## config.mk

```make
export PLATFORM = sky130hd
export DESIGN_NAME = traffic_light_fsm
export DESIGN_NICKNAME = d
export VERILOG_FILES = /design/src/rtl/traffic_light_fsm.sv
export SDC_FILE = /design/constraint.sdc
export NUM_CORES = 1
export LEC_CHECK = 0
export BUFFER_PORTS_ARGS = -buffer_cell sky130_fd_sc_hd__buf_2
export CAP_MARGIN = 25
export CORE_MARGIN = 5
export CORE_UTILIZATION = 50
export DETAILED_ROUTE_END_ITERATION = 6
export GPL_TIMING_DRIVEN = 0
export PLACE_DENSITY = 0.71
export SYNTH_ARGS = -nofsm -noshare
export SYNTH_HDL_FRONTEND = slang
export SYNTH_SLANG_ARGS = --single-unit
```

## constraint.sdc

```tcl
create_clock -name clock -period 2.9 [get_ports clock]
set_input_delay 0.725 -clock clock [delete_from_list [all_inputs] [get_ports clock]]
set_output_delay 0.725 -clock clock [all_outputs]
set_load 0.03 [all_outputs]
```

## src/rtl/traffic_light_fsm.sv

```systemverilog
// traffic_light_fsm: main intersection controller.
// Sequences main-street green/yellow, optional pedestrian walk, side-street
// green (with at most one extension per pass) and side yellow, all timed in
// ticks of an external 1 Hz enable. Interval registers are reprogrammable at
// run time; any reprogram strobe restarts the cycle at MAIN_GREEN.
//
// Ports:
//   clock, reset          single clock, async active-high reset
//   tick                  one-cycle timing enable
//   sensor_sync           side-street vehicle present (level)
//   wr_sync               walk request (level)
//   prog_sync             reprogram strobe
//   time_sel[1:0]         00 base, 01 ext, 10 yellow, 11 none
//   time_value[3:0]       new interval in ticks, 0 = parameter default
//   main_lamp/side_lamp   {red, yellow, green}
//   walk_lamp             pedestrian walk lamp
//   state_dbg             current state encoding
module traffic_light_fsm #(
  parameter logic [3:0] T_BASE_DEF = 4'd6,
  parameter logic [3:0] T_EXT_DEF  = 4'd3,
  parameter logic [3:0] T_YEL_DEF  = 4'd2
) (
  input  logic       clock,
  input  logic       reset,
  input  logic       tick,
  input  logic       sensor_sync,
  input  logic       wr_sync,
  input  logic       prog_sync,
  input  logic [1:0] time_sel,
  input  logic [3:0] time_value,
  output logic [2:0] main_lamp,
  output logic [2:0] side_lamp,
  output logic       walk_lamp,
  output logic [2:0] state_dbg
);

  localparam logic [2:0] MAIN_GREEN     = 3'd0;
  localparam logic [2:0] MAIN_YELLOW    = 3'd1;
  localparam logic [2:0] WALK           = 3'd2;
  localparam logic [2:0] SIDE_GREEN     = 3'd3;
  localparam logic [2:0] SIDE_GREEN_EXT = 3'd4;
  localparam logic [2:0] SIDE_YELLOW    = 3'd5;

  localparam logic [2:0] LAMP_R = 3'b100;
  localparam logic [2:0] LAMP_Y = 3'b010;
  localparam logic [2:0] LAMP_G = 3'b001;

  logic [2:0] state, state_nxt;
  logic [4:0] elapsed;      // 5 bits so MAIN_GREEN can run to 2*T_BASE
  logic       walk_pending;
  logic [3:0] t_base, t_ext, t_yel;

  logic [4:0] dur, el_inc;
  logic [3:0] load_val;
  logic       legal, early, adv;

  assign legal    = (state <= SIDE_YELLOW);
  assign el_inc   = elapsed + 5'd1;
  assign load_val = time_value;

  always_comb begin
    dur = {1'b0, t_base};
    case (state)
      MAIN_GREEN:                dur = {t_base, 1'b0};
      MAIN_YELLOW, SIDE_YELLOW:  dur = {1'b0, t_yel};
      WALK, SIDE_GREEN_EXT:      dur = {1'b0, t_ext};
      default:                   dur = {1'b0, t_base};
    endcase
  end

  // Main green may cut short once the base interval is served and a side
  // vehicle is waiting.
  assign early = (state == MAIN_GREEN) && sensor_sync && (el_inc >= {1'b0, t_base});
  assign adv   = tick && legal && ((el_inc == dur) || early);

  always_comb begin
    state_nxt = MAIN_GREEN;
    case (state)
      MAIN_GREEN:     state_nxt = MAIN_YELLOW;
      MAIN_YELLOW:    state_nxt = walk_pending ? WALK : SIDE_GREEN;
      WALK:           state_nxt = SIDE_GREEN;
      SIDE_GREEN:     state_nxt = sensor_sync ? SIDE_GREEN_EXT : SIDE_YELLOW;
      SIDE_GREEN_EXT: state_nxt = SIDE_YELLOW;
      SIDE_YELLOW:    state_nxt = MAIN_GREEN;
      default:        state_nxt = MAIN_GREEN;
    endcase
  end

  always_ff @(posedge clock or posedge reset) begin
    if (reset) begin
      state        <= MAIN_GREEN;
      elapsed      <= '0;
      walk_pending <= 1'b0;
      t_base       <= T_BASE_DEF;
      t_ext        <= T_EXT_DEF;
      t_yel        <= T_YEL_DEF;
    end else if (prog_sync) begin
      // Reprogram outranks tick and walk request; holding it parks the FSM.
      state        <= MAIN_GREEN;
      elapsed      <= '0;
      walk_pending <= 1'b0;
      case (time_sel)
        2'b00:   t_base <= (load_val == 4'd0) ? T_BASE_DEF : load_val;
        2'b01:   t_ext  <= (load_val == 4'd0) ? T_EXT_DEF  : load_val;
        2'b10:   t_yel  <= (load_val == 4'd0) ? T_YEL_DEF  : load_val;
        default: ;
      endcase
    end else begin
      if (!legal) begin
        state   <= MAIN_GREEN;
        elapsed <= '0;
      end else if (adv) begin
        state   <= state_nxt;
        elapsed <= '0;
      end else if (tick) begin
        elapsed <= el_inc;
      end
      // A request in the same cycle as WALK entry survives for the next pass.
      if (wr_sync)
        walk_pending <= 1'b1;
      else if (adv && (state_nxt == WALK))
        walk_pending <= 1'b0;
    end
  end

  // Pure decode of the state register; illegal codes show all-red.
  always_comb begin
    main_lamp = LAMP_R;
    side_lamp = LAMP_R;
    walk_lamp = 1'b0;
    case (state)
      MAIN_GREEN:                 main_lamp = LAMP_G;
      MAIN_YELLOW:                main_lamp = LAMP_Y;
      WALK:                       walk_lamp = 1'b1;
      SIDE_GREEN, SIDE_GREEN_EXT: side_lamp = LAMP_G;
      SIDE_YELLOW:                side_lamp = LAMP_Y;
      default: ;
    endcase
  end

  assign state_dbg = state;

endmodule

```

* Yosys cells after proc, flatten, opt, wreduce, memory -nomap -nowiden *
Index checks and enable logic that the tools add are counted.

word-level totals
  bits in registers = 21
  input port bits = 12
  output and inout bits = 10
  word-level logic and storage cells = 56

operators by class
  add/sub/neg operators = 1
  $lt $le $gt $ge = 2
  eq/ne operators = 11
  mux-type cells = 20
  reduce and logical (&&, ||, !) cells = 16

operators with widths
  cell                                                                      count
  5-bit 2-to-1 mux                                                          4
  3-bit one-hot mux with 5 select lines                                     1
  5-bit one-hot mux with 3 select lines                                     1
  4-bit 2-to-1 mux                                                          3
  3-bit one-hot mux with 2 select lines                                     2
  3-bit by 2-bit equality test with 1-bit output (second input constant)    3
  3-bit 2-to-1 mux                                                          3
  3-bit equality test (second input constant)                               2
  1-bit 2-to-1 mux                                                          6
  2-bit AND reduction                                                       3
  2-bit OR reduction                                                        3
  5-bit by 1-bit adder with 5-bit output (second input constant)            1
  5-bit equality test                                                       1
  5-bit by 4-bit greater-or-equal comparator with 1-bit output              1
  1-bit logical AND                                                         5
  4-bit zero test                                                           1
  4-bit by 3-bit inequality test with 1-bit output (second input constant)  1
  3-bit by 1-bit equality test with 1-bit output (second input constant)    1
  3-bit less-or-equal comparator (second input constant)                    1
  3-bit zero test                                                           1
  3-bit by 2-bit inequality test with 1-bit output (second input constant)  1
  3-bit nonzero test                                                        1
  2-bit by 1-bit equality test with 1-bit output (second input constant)    1
  2-bit equality test (second input constant)                               1
  other kinds (2)                                                           2

* Logic depth before layout (Yosys ltp) *
  depth after elaboration = 10
  gate-level depth with buffers = 8
  mapped depth without buffers = 8

* Worst setup path after synthesis *
Ideal clock, no wire load.

  kind = reg-to-output
  start point = reg state[2] (netlist: state_dbg[2])
  end point = out main_lamp[1]
  arrival time = 1753 ps
  required time = 2175 ps
  path slack = 422 ps
  cell stages (with the launch flop) = 5
  buffers on the path = 2
  cell sequence = dfrtp_1 buf_2 clkbuf_1 or2_2 nor2_1

between the ends
  word-level cells in the longest chain between the ends = 2
  elaborated cells on any way between the ends = 3
  classes of those cells = eq/ne: 1; mux: 1; reduce/logical: 1

RTL lines
  what                                                                               RTL line  RTL
  start: declaration                                                                 48        logic [2:0] state, state_nxt;
  start signal: assignment                                                           113       state <= state_nxt;
  3-bit by 1-bit equality test with 1-bit output or 3-bit zero test (tied branches)  131       case (state)
  3-bit one-hot mux with 2 select lines (*)                                          131
  end: declaration                                                                   31        output logic [2:0] main_lamp,

Mark *: on every way between the ends. The rest lies on a longest branch, timed or not.

* Worst setup path after layout *
  start point = reg state[2] (netlist: state_dbg[2])
  end point = out side_lamp[1]

between the ends
  word-level cells in the longest chain between the ends = 3
  elaborated cells on any way between the ends = 5
  classes of those cells = eq/ne: 3; mux: 1; reduce/logical: 1

RTL lines
  what                                                                                   RTL line  RTL
  3-bit by 2-bit equality test with 1-bit output or 3-bit equality test (tied branches)  131
  2-bit OR reduction                                                                     131
  3-bit one-hot mux with 2 select lines (*)                                              131
  end: declaration                                                                       32        output logic [2:0] side_lamp,

Marks and branches as above.

==> summary.txt <==
Pwr
  • Leak pwr: between 0.7 and 0.8 nW
  • VDD IR-drop max: between 0.0002 and 0.0003 V
  • Pwr dens: between 400 and 500 mW/mm^2

Route
  • Wire length per cell: between 15 and 20 um
  • 1st-iter DRT viols: 43
  • Drt drc: 0
  • Overall routed net length: 3467 um
  • Routed vias/inst: 6.207
  • Antenna viol nets, final: 0
  • Drt first pass iters: 4
  • Vias: around 1300

Synth
  • Async SR Flop Fraction: 100.0%
  • Post-Syn Nets: approximately 180
  • Register area share after synthesis: between 30% and 40%
  • Number of flops mapped to enable cells by yosys: 0
  • Distinct cells, synth: 54
  • Synthesized area per cell: ~9.5 um^2
  • Ys flop type: dfrtp_1
  • Yosys reg bits: 21
  • YS warnings: 0
  • Syn Inst Count: between 150 and 200
  • Post-Synthesis Cell Area: 0.001514 mm^2

Floorplanning
  • Placeable Area: approximately 0.0030 mm^2
  • Die Area: roughly 0.0042 mm^2
  • Initial core utilization: between 50% and 60%
  • I/O pins: 22
  • Die Width: 65.03 um
  • Die H: between 60 and 70 um
  • FP Rows: 20

Timing
  • Slew @ Worst Pin: roughly 0.8 ns
  • Max Clock Freq: 0.3743 GHz
  • Pins Over Slew Limit: 0
  • Final hold vios: 0
  • Final worst path period share: 92.12%
  • Final setup vio count: 0
  • Clock Skew: 0.008075 ns
  • Sum of negative setup slack: 0 ns
  • RSZ-0062 raised after global routing: false
  • Final Critical Period: 2.672 ns
  • Slew margin rel.: between 40% and 50%

Clock tree
  • Post-cts hold buffer count: 0
  • Clock-pin slew on the worst setup and hold paths: around 0.13 ns
  • CTS tree: done
  • Postcts setup bufs: 0
  • Clk_lat worst skew: around 0.32 ns
  • Clock root cell: clkbuf_4
  • Sink Count: 21
  • Cts bufs inserted: 3
  • H-tree Lvls: 1
  • Longest Clk Path Bufs: 2
  • CTS resizes: 0

Finish
  • # diodes: 0
  • Share of cells above drive strength 1: between 20% and 30%
  • Highest-count cells in the layout ignoring fill and taps: buf_2 (22), dfrtp_1 (16), nor2_1 (11)
  • Fill count: approximately 270
  • Area Overhead vs Synth: 11.32%
  • Commonest non-fill, non-tap cell in the layout: buf_2
  • Final std cells w/o fill: between 200 and 250
  • Final net count: 202

Critical path
  • Crit path max fanout: 10
  • Worst Setup End Kind: primary output
  • Worst Setup SP: state_dbg[2]
  • Crit start category: flip-flop
  • CP required: 2.17 ns
  • R2r startpoint: elapsed[0]
  • Crit Path Class: flip-flop to primary output
  • Data arrival, critical path: between 1.5 and 2 ns

Place
  • # port buffers: 20
  • Placed cells: around 210
  • DP HPWL: ~2600 um
  • Global placement routability congestion: about 0.88

Job
  • MaxCap Viol Count: 0

Min path
  • Hold Path Origin: t_yel[1]
  • Hold Crit Class: flip-flop to flip-flop

Global route
  • Initial antenna violation count: 0
  • Largest net degree at the start of global routing: 22
  • Total grt overflow: 0
  • Vias in the first global route: roughly 1300
  • Total track usage: between 10% and 20%
  • Wire length of the first global-routing pass: about 6000 um

Status
  • Outcome: complete, no violations
[state kept, by name, indices dropped and copies added (netlist names)]
name,flops
elapsed,5
state_dbg,3
t_base,4
t_ext,4
t_yel,4
walk_pending,1
[synthesized netlist by cell type (all sizes together), types with 5 or more instances]
library cell	instances	share of area, %
nand3	5	1.7
dfrtp	16	26
a21oi	10	4.0
nor3	7	2.6
dfstp	5	8.7
o21ai	9	3.0
nor2	11	2.7
a32o	5	3.3
mux2	8	6.0
nand2	6	1.5
inv	10	2.5
ha	5	4.1
[power breakdown]
group	switching (mW)	internal (mW)	total, mW
Clock	0.100	0.0527	0.153
Combinational	0.158	0.113	0.271
Sequential	0.0380	0.339	0.377
Total	0.296	0.505	0.801
[final timing paths]
check,end,slack (ns),depth (start not counted)
min in group asynchronous,t_ext[3],0.53,2
max in group asynchronous,state_dbg[0],1.85,2
worst max register to register,state_dbg[0],0.52,8
worst max-delay path,side_lamp[1],0.23,5
worst min register to register,t_yel[1],0.50,2
worst min-delay path,t_yel[1],0.50,2
[kinds of logic after synthesis]
kind of cell,count (synthesis),share of synthesized area [%]
and+or+nand+nor,54,20.58
AOI/OAI and AO/OA,48,24.88
DFF,21,35.12
buffers and inverters,17,5.124
muxes,10,7.273
xor gates and xnor gates,5,2.892
adders and majority gates,5,4.132
[stage by stage]
step           utilization, %  total power [mW]  setup slack [ns]  hold WS, ns  area (um^2)
3_5_place_dp            55.59            0.6499            0.5396       0.4840         1655
2_1_floorplan               -            0.5791            0.4220       0.4596         1514
5_1_grt                 56.60            0.8523           0.05419       0.5407         1685
4_1_cts                 56.60            0.8038            0.2583       0.5028         1685
3_3_place_gp            55.59            0.6421            0.5811       0.4760         1655
6_report                56.60            0.8009            0.2285       0.5005         1685
[cell type report]
cell class,instances,area (um^2),share of cell area [%]
multi-input cells,122,904.6,53.67
flip-flops and latches,21,531.8,31.55
repair buffers,20,100.1,5.939
well taps,33,41.29,2.450
plain buffers,7,40.04,2.376
inverters,10,37.54,2.227
clock buffers,3,22.52,1.336
clock inverters,1,7.507,0.4454
[critical path: stages (launching register included)]
cell and delay [ns]:
dfrtp_1 0.42, buf_2 0.25, clkbuf_1 0.35, nor2b_1 0.26
and2_1 0.15, buf_2 0.19
[per-layer routing]
layer	global-route usage (%)	wire length, um
met1	25.55	1633
met3	2.080	177
met5	0	0
met4	6.477	59
met2	29.63	1597
Note: power is estimated with default switching activity, not from simulation.
